==> src/rtl/mem_lsu_pkg.sv <==
// Shared encodings, widths and decode helpers for the load/store unit.
// Imported by mem_align, mem_lsu and the bench.
package mem_lsu_pkg;

  localparam int RegBus     = 32;
  localparam int RegAddrBus = 5;

  localparam logic                  RstEnable    = 1'b1;
  localparam logic                  WriteDisable = 1'b0;
  localparam logic [RegAddrBus-1:0] NOPRegAddr   = '0;
  localparam logic [RegBus-1:0]     ZeroWord     = '0;

  typedef enum logic [3:0] {
    OP_NOP = 4'd0,
    OP_LB  = 4'd1,
    OP_LH  = 4'd2,
    OP_LW  = 4'd3,
    OP_LBU = 4'd4,
    OP_LHU = 4'd5,
    OP_SB  = 4'd6,
    OP_SH  = 4'd7,
    OP_SW  = 4'd8
  } mem_op_e;

  typedef enum logic [1:0] {
    S_IDLE = 2'd0,
    S_REQ  = 2'd1,
    S_WAIT = 2'd2,
    S_DONE = 2'd3
  } lsu_state_e;

  function automatic logic is_load(logic [3:0] op);
    return op inside {OP_LB, OP_LH, OP_LW, OP_LBU, OP_LHU};
  endfunction

  function automatic logic is_store(logic [3:0] op);
    return op inside {OP_SB, OP_SH, OP_SW};
  endfunction

  function automatic logic is_misaligned(logic [3:0] op, logic [1:0] lo);
    return ((op inside {OP_LH, OP_LHU, OP_SH}) && lo[0]) ||
           ((op inside {OP_LW, OP_SW}) && (lo != 2'b00));
  endfunction

endpackage

==> src/rtl/mem_align.sv <==
// Byte-lane steering: store byte enables / replicated write data, and
// load lane extraction with sign or zero extension.
module mem_align
  import mem_lsu_pkg::*;
(
  input  logic [3:0]        op,
  input  logic [1:0]        addr_lo,
  input  logic [RegBus-1:0] sdata,
  input  logic [RegBus-1:0] rdata,
  output logic [3:0]        be,
  output logic [RegBus-1:0] wdata,
  output logic [RegBus-1:0] ldata
);

  logic [7:0]  lane_b;
  logic [15:0] lane_h;

  always_comb begin
    case (addr_lo)
      2'd0:    lane_b = rdata[7:0];
      2'd1:    lane_b = rdata[15:8];
      2'd2:    lane_b = rdata[23:16];
      default: lane_b = rdata[31:24];
    endcase
    lane_h = addr_lo[1] ? rdata[31:16] : rdata[15:0];
  end

  // Loads also get lane enables so the bus sees which bytes are read.
  always_comb begin
    be    = 4'b0000;
    wdata = ZeroWord;
    ldata = ZeroWord;
    case (op)
      OP_LB:  begin ldata = {{24{lane_b[7]}}, lane_b};  be = 4'b0001 << addr_lo; end
      OP_LBU: begin ldata = {24'd0, lane_b};             be = 4'b0001 << addr_lo; end
      OP_LH:  begin ldata = {{16{lane_h[15]}}, lane_h}; be = addr_lo[1] ? 4'b1100 : 4'b0011; end
      OP_LHU: begin ldata = {16'd0, lane_h};             be = addr_lo[1] ? 4'b1100 : 4'b0011; end
      OP_LW:  begin ldata = rdata;                       be = 4'b1111; end
      OP_SB:  begin wdata = {4{sdata[7:0]}};             be = 4'b0001 << addr_lo; end
      OP_SH:  begin wdata = {2{sdata[15:0]}};            be = addr_lo[1] ? 4'b1100 : 4'b0011; end
      OP_SW:  begin wdata = sdata;                       be = 4'b1111; end
      default: ;
    endcase
  end

endmodule

==> src/rtl/mem_lsu.sv <==
// MEM-stage load/store unit: stalls the pipeline while a data-bus
// transaction is in flight and hands the aligned result to mem_wb.
//
// state  | meaning
// IDLE   | pass-through / evaluate op, issue request same cycle
// REQ    | request held until dbus_gnt
// WAIT   | granted, waiting for dbus_rvalid
// DONE   | one unstalled cycle presenting result or bus error
module mem_lsu
  import mem_lsu_pkg::*;
#(
  parameter int BUS_TIMEOUT = 16
) (
  input  logic                  clk,
  input  logic                  rst,
  input  logic [RegAddrBus-1:0] ex_reg_waddr,
  input  logic                  ex_reg_we,
  input  logic [RegBus-1:0]     ex_reg_wdata,
  input  logic [3:0]            ex_mem_op,
  input  logic [RegBus-1:0]     ex_mem_addr,
  input  logic [RegBus-1:0]     ex_mem_sdata,
  output logic [RegAddrBus-1:0] mem_reg_waddr,
  output logic                  mem_reg_we,
  output logic [RegBus-1:0]     mem_reg_wdata,
  output logic                  stallreq,
  output logic                  dbus_req,
  output logic                  dbus_we,
  output logic [RegBus-1:0]     dbus_addr,
  output logic [3:0]            dbus_be,
  output logic [RegBus-1:0]     dbus_wdata,
  input  logic                  dbus_gnt,
  input  logic                  dbus_rvalid,
  input  logic [RegBus-1:0]     dbus_rdata,
  output logic                  mem_misalign,
  output logic                  mem_bus_err
);

  localparam int TW = $clog2(BUS_TIMEOUT + 1);

  lsu_state_e            state;
  logic [TW-1:0]         tmr;
  logic [3:0]            op_q;
  logic [1:0]            lo_q;
  logic [RegAddrBus-1:0] waddr_q;
  logic                  we_q;
  logic                  bwe_q;
  logic [RegBus-1:0]     baddr_q;
  logic [3:0]            be_q;
  logic [RegBus-1:0]     bwdata_q;
  logic [RegBus-1:0]     rdata_q;
  logic                  err_q;

  logic                  mem_op;
  logic                  misalign;
  logic                  issue;
  logic [3:0]            al_op;
  logic [1:0]            al_lo;
  logic [3:0]            al_be;
  logic [RegBus-1:0]     al_wdata;
  logic [RegBus-1:0]     al_ldata;

  assign mem_op   = is_load(ex_mem_op) || is_store(ex_mem_op);
  assign misalign = is_misaligned(ex_mem_op, ex_mem_addr[1:0]);
  assign issue    = (state == S_IDLE) && mem_op && !misalign;

  // Store steering is needed in IDLE, load extraction in WAIT.
  assign al_op = (state == S_IDLE) ? ex_mem_op : op_q;
  assign al_lo = (state == S_IDLE) ? ex_mem_addr[1:0] : lo_q;

  mem_align u_align (
    .op      (al_op),
    .addr_lo (al_lo),
    .sdata   (ex_mem_sdata),
    .rdata   (dbus_rdata),
    .be      (al_be),
    .wdata   (al_wdata),
    .ldata   (al_ldata)
  );

  always_ff @(posedge clk) begin
    if (rst == RstEnable) begin
      state    <= S_IDLE;
      tmr      <= '0;
      op_q     <= OP_NOP;
      lo_q     <= 2'b00;
      waddr_q  <= NOPRegAddr;
      we_q     <= WriteDisable;
      bwe_q    <= 1'b0;
      baddr_q  <= ZeroWord;
      be_q     <= 4'b0000;
      bwdata_q <= ZeroWord;
      rdata_q  <= ZeroWord;
      err_q    <= 1'b0;
    end else begin
      case (state)
        S_IDLE: begin
          if (issue) begin
            op_q     <= ex_mem_op;
            lo_q     <= ex_mem_addr[1:0];
            waddr_q  <= ex_reg_waddr;
            we_q     <= ex_reg_we;
            bwe_q    <= is_store(ex_mem_op);
            baddr_q  <= {ex_mem_addr[31:2], 2'b00};
            be_q     <= al_be;
            bwdata_q <= al_wdata;
            rdata_q  <= ZeroWord;
            err_q    <= 1'b0;
            tmr      <= TW'(BUS_TIMEOUT - 1);
            state    <= dbus_gnt ? S_WAIT : S_REQ;
          end
        end
        S_REQ: begin
          // rvalid here is deliberately ignored, even alongside gnt.
          if (tmr == '0) begin
            err_q <= 1'b1;
            state <= S_DONE;
          end else begin
            tmr <= tmr - TW'(1);
            if (dbus_gnt) state <= S_WAIT;
          end
        end
        S_WAIT: begin
          if (dbus_rvalid) begin
            rdata_q <= al_ldata;
            state   <= S_DONE;
          end else if (tmr == '0) begin
            err_q <= 1'b1;
            state <= S_DONE;
          end else begin
            tmr <= tmr - TW'(1);
          end
        end
        S_DONE: begin
          err_q <= 1'b0;
          tmr   <= '0;
          state <= S_IDLE;
        end
        default: state <= S_IDLE;
      endcase
    end
  end

  always_comb begin
    mem_reg_waddr = NOPRegAddr;
    mem_reg_we    = WriteDisable;
    mem_reg_wdata = ZeroWord;
    stallreq      = 1'b0;
    dbus_req      = 1'b0;
    dbus_we       = 1'b0;
    dbus_addr     = ZeroWord;
    dbus_be       = 4'b0000;
    dbus_wdata    = ZeroWord;
    mem_misalign  = 1'b0;
    mem_bus_err   = 1'b0;
    if (rst != RstEnable) begin
      case (state)
        S_IDLE: begin
          mem_reg_waddr = ex_reg_waddr;
          mem_reg_wdata = ex_reg_wdata;
          if (!mem_op) begin
            mem_reg_we = ex_reg_we;
          end else if (misalign) begin
            mem_misalign = 1'b1;
          end else begin
            stallreq   = 1'b1;
            dbus_req   = 1'b1;
            dbus_we    = is_store(ex_mem_op);
            dbus_addr  = {ex_mem_addr[31:2], 2'b00};
            dbus_be    = al_be;
            dbus_wdata = al_wdata;
          end
        end
        S_REQ: begin
          stallreq   = 1'b1;
          dbus_req   = 1'b1;
          dbus_we    = bwe_q;
          dbus_addr  = baddr_q;
          dbus_be    = be_q;
          dbus_wdata = bwdata_q;
        end
        S_WAIT: stallreq = 1'b1;
        S_DONE: begin
          mem_reg_waddr = waddr_q;
          mem_reg_wdata = rdata_q;
          mem_reg_we    = we_q && is_load(op_q) && !err_q;
          mem_bus_err   = err_q;
        end
        default: ;
      endcase
    end
  end

endmodule

==> config.mk <==
export PLATFORM = sky130hd
export DESIGN_NAME = mem_lsu
export DESIGN_NICKNAME = d
export VERILOG_FILES = /design/src/rtl/mem_lsu_pkg.sv /design/src/rtl/mem_align.sv /design/src/rtl/mem_lsu.sv
export SDC_FILE = /design/constraint.sdc
export NUM_CORES = 1
export LEC_CHECK = 0
export BUFFER_PORTS_ARGS = -buffer_cell sky130_fd_sc_hd__buf_4
export CAP_MARGIN = 10
export CORE_MARGIN = 2
export CORE_UTILIZATION = 45
export CTS_CLUSTER_SIZE = 30
export DETAILED_ROUTE_END_ITERATION = 16
export PLACE_DENSITY = 0.7
export SLEW_MARGIN = 15
export SYNTH_ARGS = -nofsm -noshare
export SYNTH_HDL_FRONTEND = slang
export SYNTH_SLANG_ARGS = --single-unit
==> constraint.sdc <==
create_clock -name clk -period 5.1 [get_ports clk]
set_input_delay 0.51 -clock clk [delete_from_list [all_inputs] [get_ports clk]]
set_output_delay 0.51 -clock clk [all_outputs]
set_load 0.01 [all_outputs]
; Word-level counts from Yosys, hierarchy flattened
; Cells that the tools add are included.
[classes]
n_eq_ne = 31
n_mux = 61
reduce_logical = 28
shifts = 1
n_addsub = 1
[ops]
columns = operator, count
row1 = two-way mux 32 bit, 9
row2 = one-hot mux 32 bit (2 select lines), 4
row3 = one-hot mux 32 bit (5 select lines), 1
row4 = one-hot mux 32 bit (3 select lines), 1
row5 = == test 4 x 3 -> 1 bit (second input constant), 10
row6 = == test 4 x 2 -> 1 bit (second input constant), 6
row7 = one-hot mux 8 bit (3 select lines), 1
row8 = two-way mux 4 bit, 5
row9 = two-way mux 5 bit, 4
row10 = one-hot mux 5 bit (4 select lines), 1
row11 = two-way mux 1 bit, 18
row12 = two-way mux 16 bit, 1
row13 = two-way mux 2 bit, 7
row14 = == test 4 x 1 -> 1 bit (second input constant), 3
row15 = one-hot mux 4 bit (3 select lines), 1
row16 = one-hot mux 5 bit (2 select lines), 1
row17 = nonzero test 5 bit, 2
row18 = == test 4 bit (second input constant), 2
row19 = one-hot mux 1 bit (2 select lines), 4
row20 = one-hot mux 2 bit (4 select lines), 1
row21 = one-hot mux 4 bit (2 select lines), 1
row22 = == test 2 bit (second input constant), 3
row23 = logical AND 1 bit, 6
row24 = != test 2 bit (second input constant), 3
row25 = other kinds (15), 27
[word_totals]
regBits = 119
in_bits = 142

; Longest topological paths before layout
[logic_depth]
ltp_word = 9
ltp_mapped = 10

; Modules after synthesis
; From an unflattened synthesis, not the netlist that was laid out.
[hier_totals]
cells_unflattened = 889
area_unflattened_um2 = 7181.9
[by_module_without_submodules]
columns = module, cells_each, n_inst, area_each_um2
row1 = mem_lsu, 713, 1, 5870.6
row2 = mem_align, 176, 1, 1311.3

; Worst setup path before layout
; Ideal clock, no wire load.
[synth_timing]
path_kind = reg2out
start = reg state[0]
end = out dbus_wdata[10]
stages_incl_launch_ff = 9
arrival_time_ns = 2.177
required_time_ns = 4.590
path_buffers = 1
setup_slack_ns = 2.413
path_cell_list = dfxtp_1 -> inv_1 -> ha_1 -> buf_4 -> nor3b_1 -> o21ai_2 -> nor2_1 -> a22oi_1 -> o21ai_0
[synth_between]
elab_chain_len = 8
word_cells_on_any_way = 11
cone_classes = eq/ne (4) / mux (6) / reduce/logical (1)
[synth_rtl]
columns = item, line
row1 = "start, declared", mem_lsu.sv:40  ; lsu_state_e state;
row2 = "start signal, assigned", mem_lsu.sv:109  ; state <= dbus_gnt ? S_WAIT : S_REQ;
row3 = logical NOT 2 bit, "mem_lsu.sv:67, mem_lsu.sv:156"
row4 = two-way mux 4 bit, mem_lsu.sv:67  ; assign al_op = (state == S_IDLE) ? ex_mem_op : op_q;
row5 = == test 4 bit or == test 4 x 3 -> 1 bit (tied branches), mem_align.sv:33  ; case (op)
row6 = one-hot mux 32 bit (3 select lines), mem_align.sv:33
row7 = two-way mux 32 bit, mem_lsu.sv:162  ; end else if (misalign) begin
row8 = two-way mux 32 bit, mem_lsu.sv:160  ; if (!mem_op) begin
row9 = one-hot mux 32 bit (2 select lines) (*), mem_lsu.sv:156  ; case (state)
row10 = two-way mux 32 bit (*), mem_lsu.sv:155  ; if (rst != RstEnable) begin
row11 = "end, declared", mem_lsu.sv:30  ; output logic [RegBus-1:0] dbus_wdata,
; Every way passes the cells marked *; elsewhere a longest branch is shown, timed or not.

; Worst setup path in the final report
[layout_timing]
start = reg state[1]
end = out dbus_addr[21]
[layout_between]
elab_chain_len = 3
word_cells_on_any_way = 4
cone_classes = eq/ne (1) / mux (2) / reduce/logical (1)
[layout_rtl]
columns = item, line
row1 = == test 2 x 1 -> 1 bit or logical NOT 2 bit (tied branches), mem_lsu.sv:156
row2 = one-hot mux 32 bit (2 select lines) (*), mem_lsu.sv:156
row3 = two-way mux 32 bit (*), mem_lsu.sv:155
row4 = "end, declared", mem_lsu.sv:28  ; output logic [RegBus-1:0] dbus_addr,
; Marked as above.

==> flow_summary.toml <==
[run_status]
status = "finished clean"

[synthesis]
synth_edf_count = 0
avgSynthCellArea_sq_um = 7.734
yosysSeqAreaShare_pct = 33.08
yosys_warnings = 0
syn-cell-area_sq_mm = 0.007201
synthArstFlopShare_pct = 0
ys.flop_type = "dfxtp_1"
synth_seq_cells = 119
postSynthCellCount = 931
synth.distinct_cells = 73

[grt]
grt_max_degree = 88
grt_usage_pct = 26.75
antenna_found_initial = 0
grt_pass1_vias = 6939
grt_pass1_wl_microns = 36020
grt_overflow = 0

[clock_network]
ctsHoldBuffers = 0
cts_setup_buffers = 0
ctsResizeCount = 0
cts_buffers = 17
clkTransAtPathRegs_ns = 0.05
cts.sinks = 119
cts_tree = "done"
clkLatencyLatePin_ns = 0.42
cts_buffer_depth = 2
cts-root-buf = "clkbuf_16"
htree_levels = 4

[setup_path]
path_cells = "inv_1 -> ha_2 -> buf_4 -> o2111a_2 -> nand2_1 -> a21oi_1 -> buf_4"
cp_top_family = "compound AO/OA/AOI/OAI gates"
max_stage_delay_ns = 0.98
critPathMostFrequentCell = "buf_4"
cp.arrival_ns = 3.62
cp_num_buf_inv = 3
crit_path_start_kind = "register"
crit_required_ns = 4.59
critPathKind = "register to primary output"
slowest_stage = "o2111a_2"
crit_fanout = 52
crit_path_end_kind = "primary output"

[timing]
grt_setup_unrepaired = "false"
fin_setup_tns_ns = 0
hold_viol_final = 0
finalSetupViolCount = 0
relSlewSlack_pct = 29.41
skew_ns = 0.006130
worst-slew-pin-transition_ns = 1.059
finalCritPeriodShare_pct = 81.01
fin_crit_ns = 4.131
maxSlewViolCount = 0
max_freq_mhz = 242.1

[die]
pin_count = 253
rows = 46
design.die.area_sq_mm = 0.01703
fp.dieH_microns = 130.5
initial_core_util_pct = 45.66
core_sq_mm = 0.01577
die_w_microns = 130.5

[detailed_routing]
drt_first_iter_violations = 610
drt-wirelength-per-cell_microns = 17.33
drcViolationCount = 0
routed_via_density = 5.697
antenna_left = 0
wl_microns = 23610
num_vias = 7759
drtPass1Iterations = 5

[finish]
fin_util_pct = 61.46
nNetsFinal = 1283
drive_gt1_share_pct = 29.84
synthToLayoutAreaGrowth_pct = 34.61
num_antenna_cells = 0

[pwr]
leakage_uw = 0.004067
powerDensity_mw_per_mm2 = 443.3
ir_drop_v = 0.0002508

[placement]
place.gp.congestion = 0.9226
io_buffers = 250
dp_hpwl_microns = 16630

[flow_run]
cap_violations = 0

[min_path]
hold_path_class = "primary input to register"
## metrics by stage
stage	instance area [sq um]	std cells	total power, uW	hold slack (ns)	setup WS [ns]
floorplan	7204	932	2464	0.4270	2.413
global placement	9096	1330	3069	0.4334	1.488
detailed placement	9096	1330	3088	0.4439	1.433
CTS	9693	1362	4313	0.3337	0.9825
global route	9693	1362	4569	0.3468	0.6297
finish	9693	1362	4297	0.3506	0.9687
## final timing paths
| kind | slack (ns) | cells after the start | to | start |
|---|---|---|---|---|
| setup reg to reg | 1.71 | 7 | bwdata_q[11] | state[1] |
| hold / removal | 0.35 | 3 | waddr_q[0] | ex_reg_waddr[0] |
| hold reg to reg | 0.45 | 2 | waddr_q[4] | waddr_q[4] |
| setup / recovery | 0.97 | 7 | dbus_addr[21] | state[1] |
## power by group
| group | leakage (uW) | switching (uW) | internal [uW] | total [uW] |
|---|---|---|---|---|
| logic | 0.00281 | 1220 | 734 | 1950 |
| clock network | 0.000287 | 438 | 779 | 1220 |
| registers | 0.000968 | 82.8 | 1050 | 1130 |
## per-layer routing
metal | wire, microns | vias up | part of all wire [%] | track usage (%)
met4 | 522 | 0 | 2.2 | 9.950
met1 | 10440 | 3607 | 44 | 35.84
met2 | 10670 | 315 | 45 | 42.22
met5 | 0 | - | 0 | 0
li1 | - | 3798 | - | -
met3 | 1975 | 39 | 8.4 | 6.148
## cells in the final DEF, fill, tap and decap left out, types with 3 or more instances in the layout
cell        instances
mux2i_1            21
nand2b_1            4
o32ai_1             7
clkinvlp_4          3
a21oi_1           111
o21ai_2             3
or2_2               3
ha_1                7
nand2_1           175
inv_1              31
nor3b_1             6
clkbuf_16          17
mux2_2              4
dfxtp_1           119
o211ai_1            5
a221oi_1            9
clkinv_2            4
o2bb2ai_1          13
o2bb2ai_2          20
buf_4             262
bufinv_16           3
a22oi_1            56
nor4b_1             4
o21ai_0            33
a211oi_1           38
a22o_1             10
a21o_1             18
nor3_1              9
nand3_1            10
nor2_1             74
o221ai_1            8
a211oi_2            3
## tightest hold or removal path: cells and delay by family
| kind | cells | cell delay [ns] |
|---|---|---|
| AND/OR/NAND/NOR | 1 | 0.05 |
| buffers and inverters | 1 | 0.11 |
| AO/OA/AOI/OAI | 1 | 0.05 |
## kinds of logic (layout without fill, tap and decap cells)
group                    after synthesis  after routing  synth area share, %
flip-flops                           119            119                33.08
AND/OR/NAND/NOR                      307            307                18.75
XOR/XNOR                               3              3               0.3650
multiplexers                          25             25                3.545
AO/OA/AOI/OAI                        357            357                35.99
other                                  1              2              0.05208
buffers and inverters                111            325                6.829
adder cells (fa/ha/maj)                8              8                1.390
## sequential cells by signal, summed over array words and instances, names as in the netlist
signal,cells
tmr,5
bwe_q,1
bwdata_q,32
baddr_q,30
state,2
waddr_q,5
err_q,1
be_q,4
lo_q,2
we_q,1
op_q,4
rdata_q,32
## area by class of cell
cell class / count / area, sq um
clock buffer: 20 / 446.7
timing repair buffer: 262 / 1967
fill: 1488 / 6077
inverter: 31 / 116.4
tap: 216 / 270.3
multi-input combinational: 702 / 4360
clock inverter: 12 / 150.1
sequential: 119 / 2382
## cells in the mapped netlist (18+ instances only)
library cell  count  area, sq um
a211oi_1         38        285.3
nor2_1           75        281.5
a22oi_1          56        420.4
nand2_1         175        656.9
dfxtp_1         119         2382
clkbuf_1         42        157.7
buf_2            23        115.1
a21oi_1         111        555.5
o2bb2ai_2        20        300.3
a21o_1           18        135.1
mux2i_1          21        210.2
inv_1            31        116.4
o21ai_0          33        165.2
Note: power is estimated with default switching activity, not from simulation.
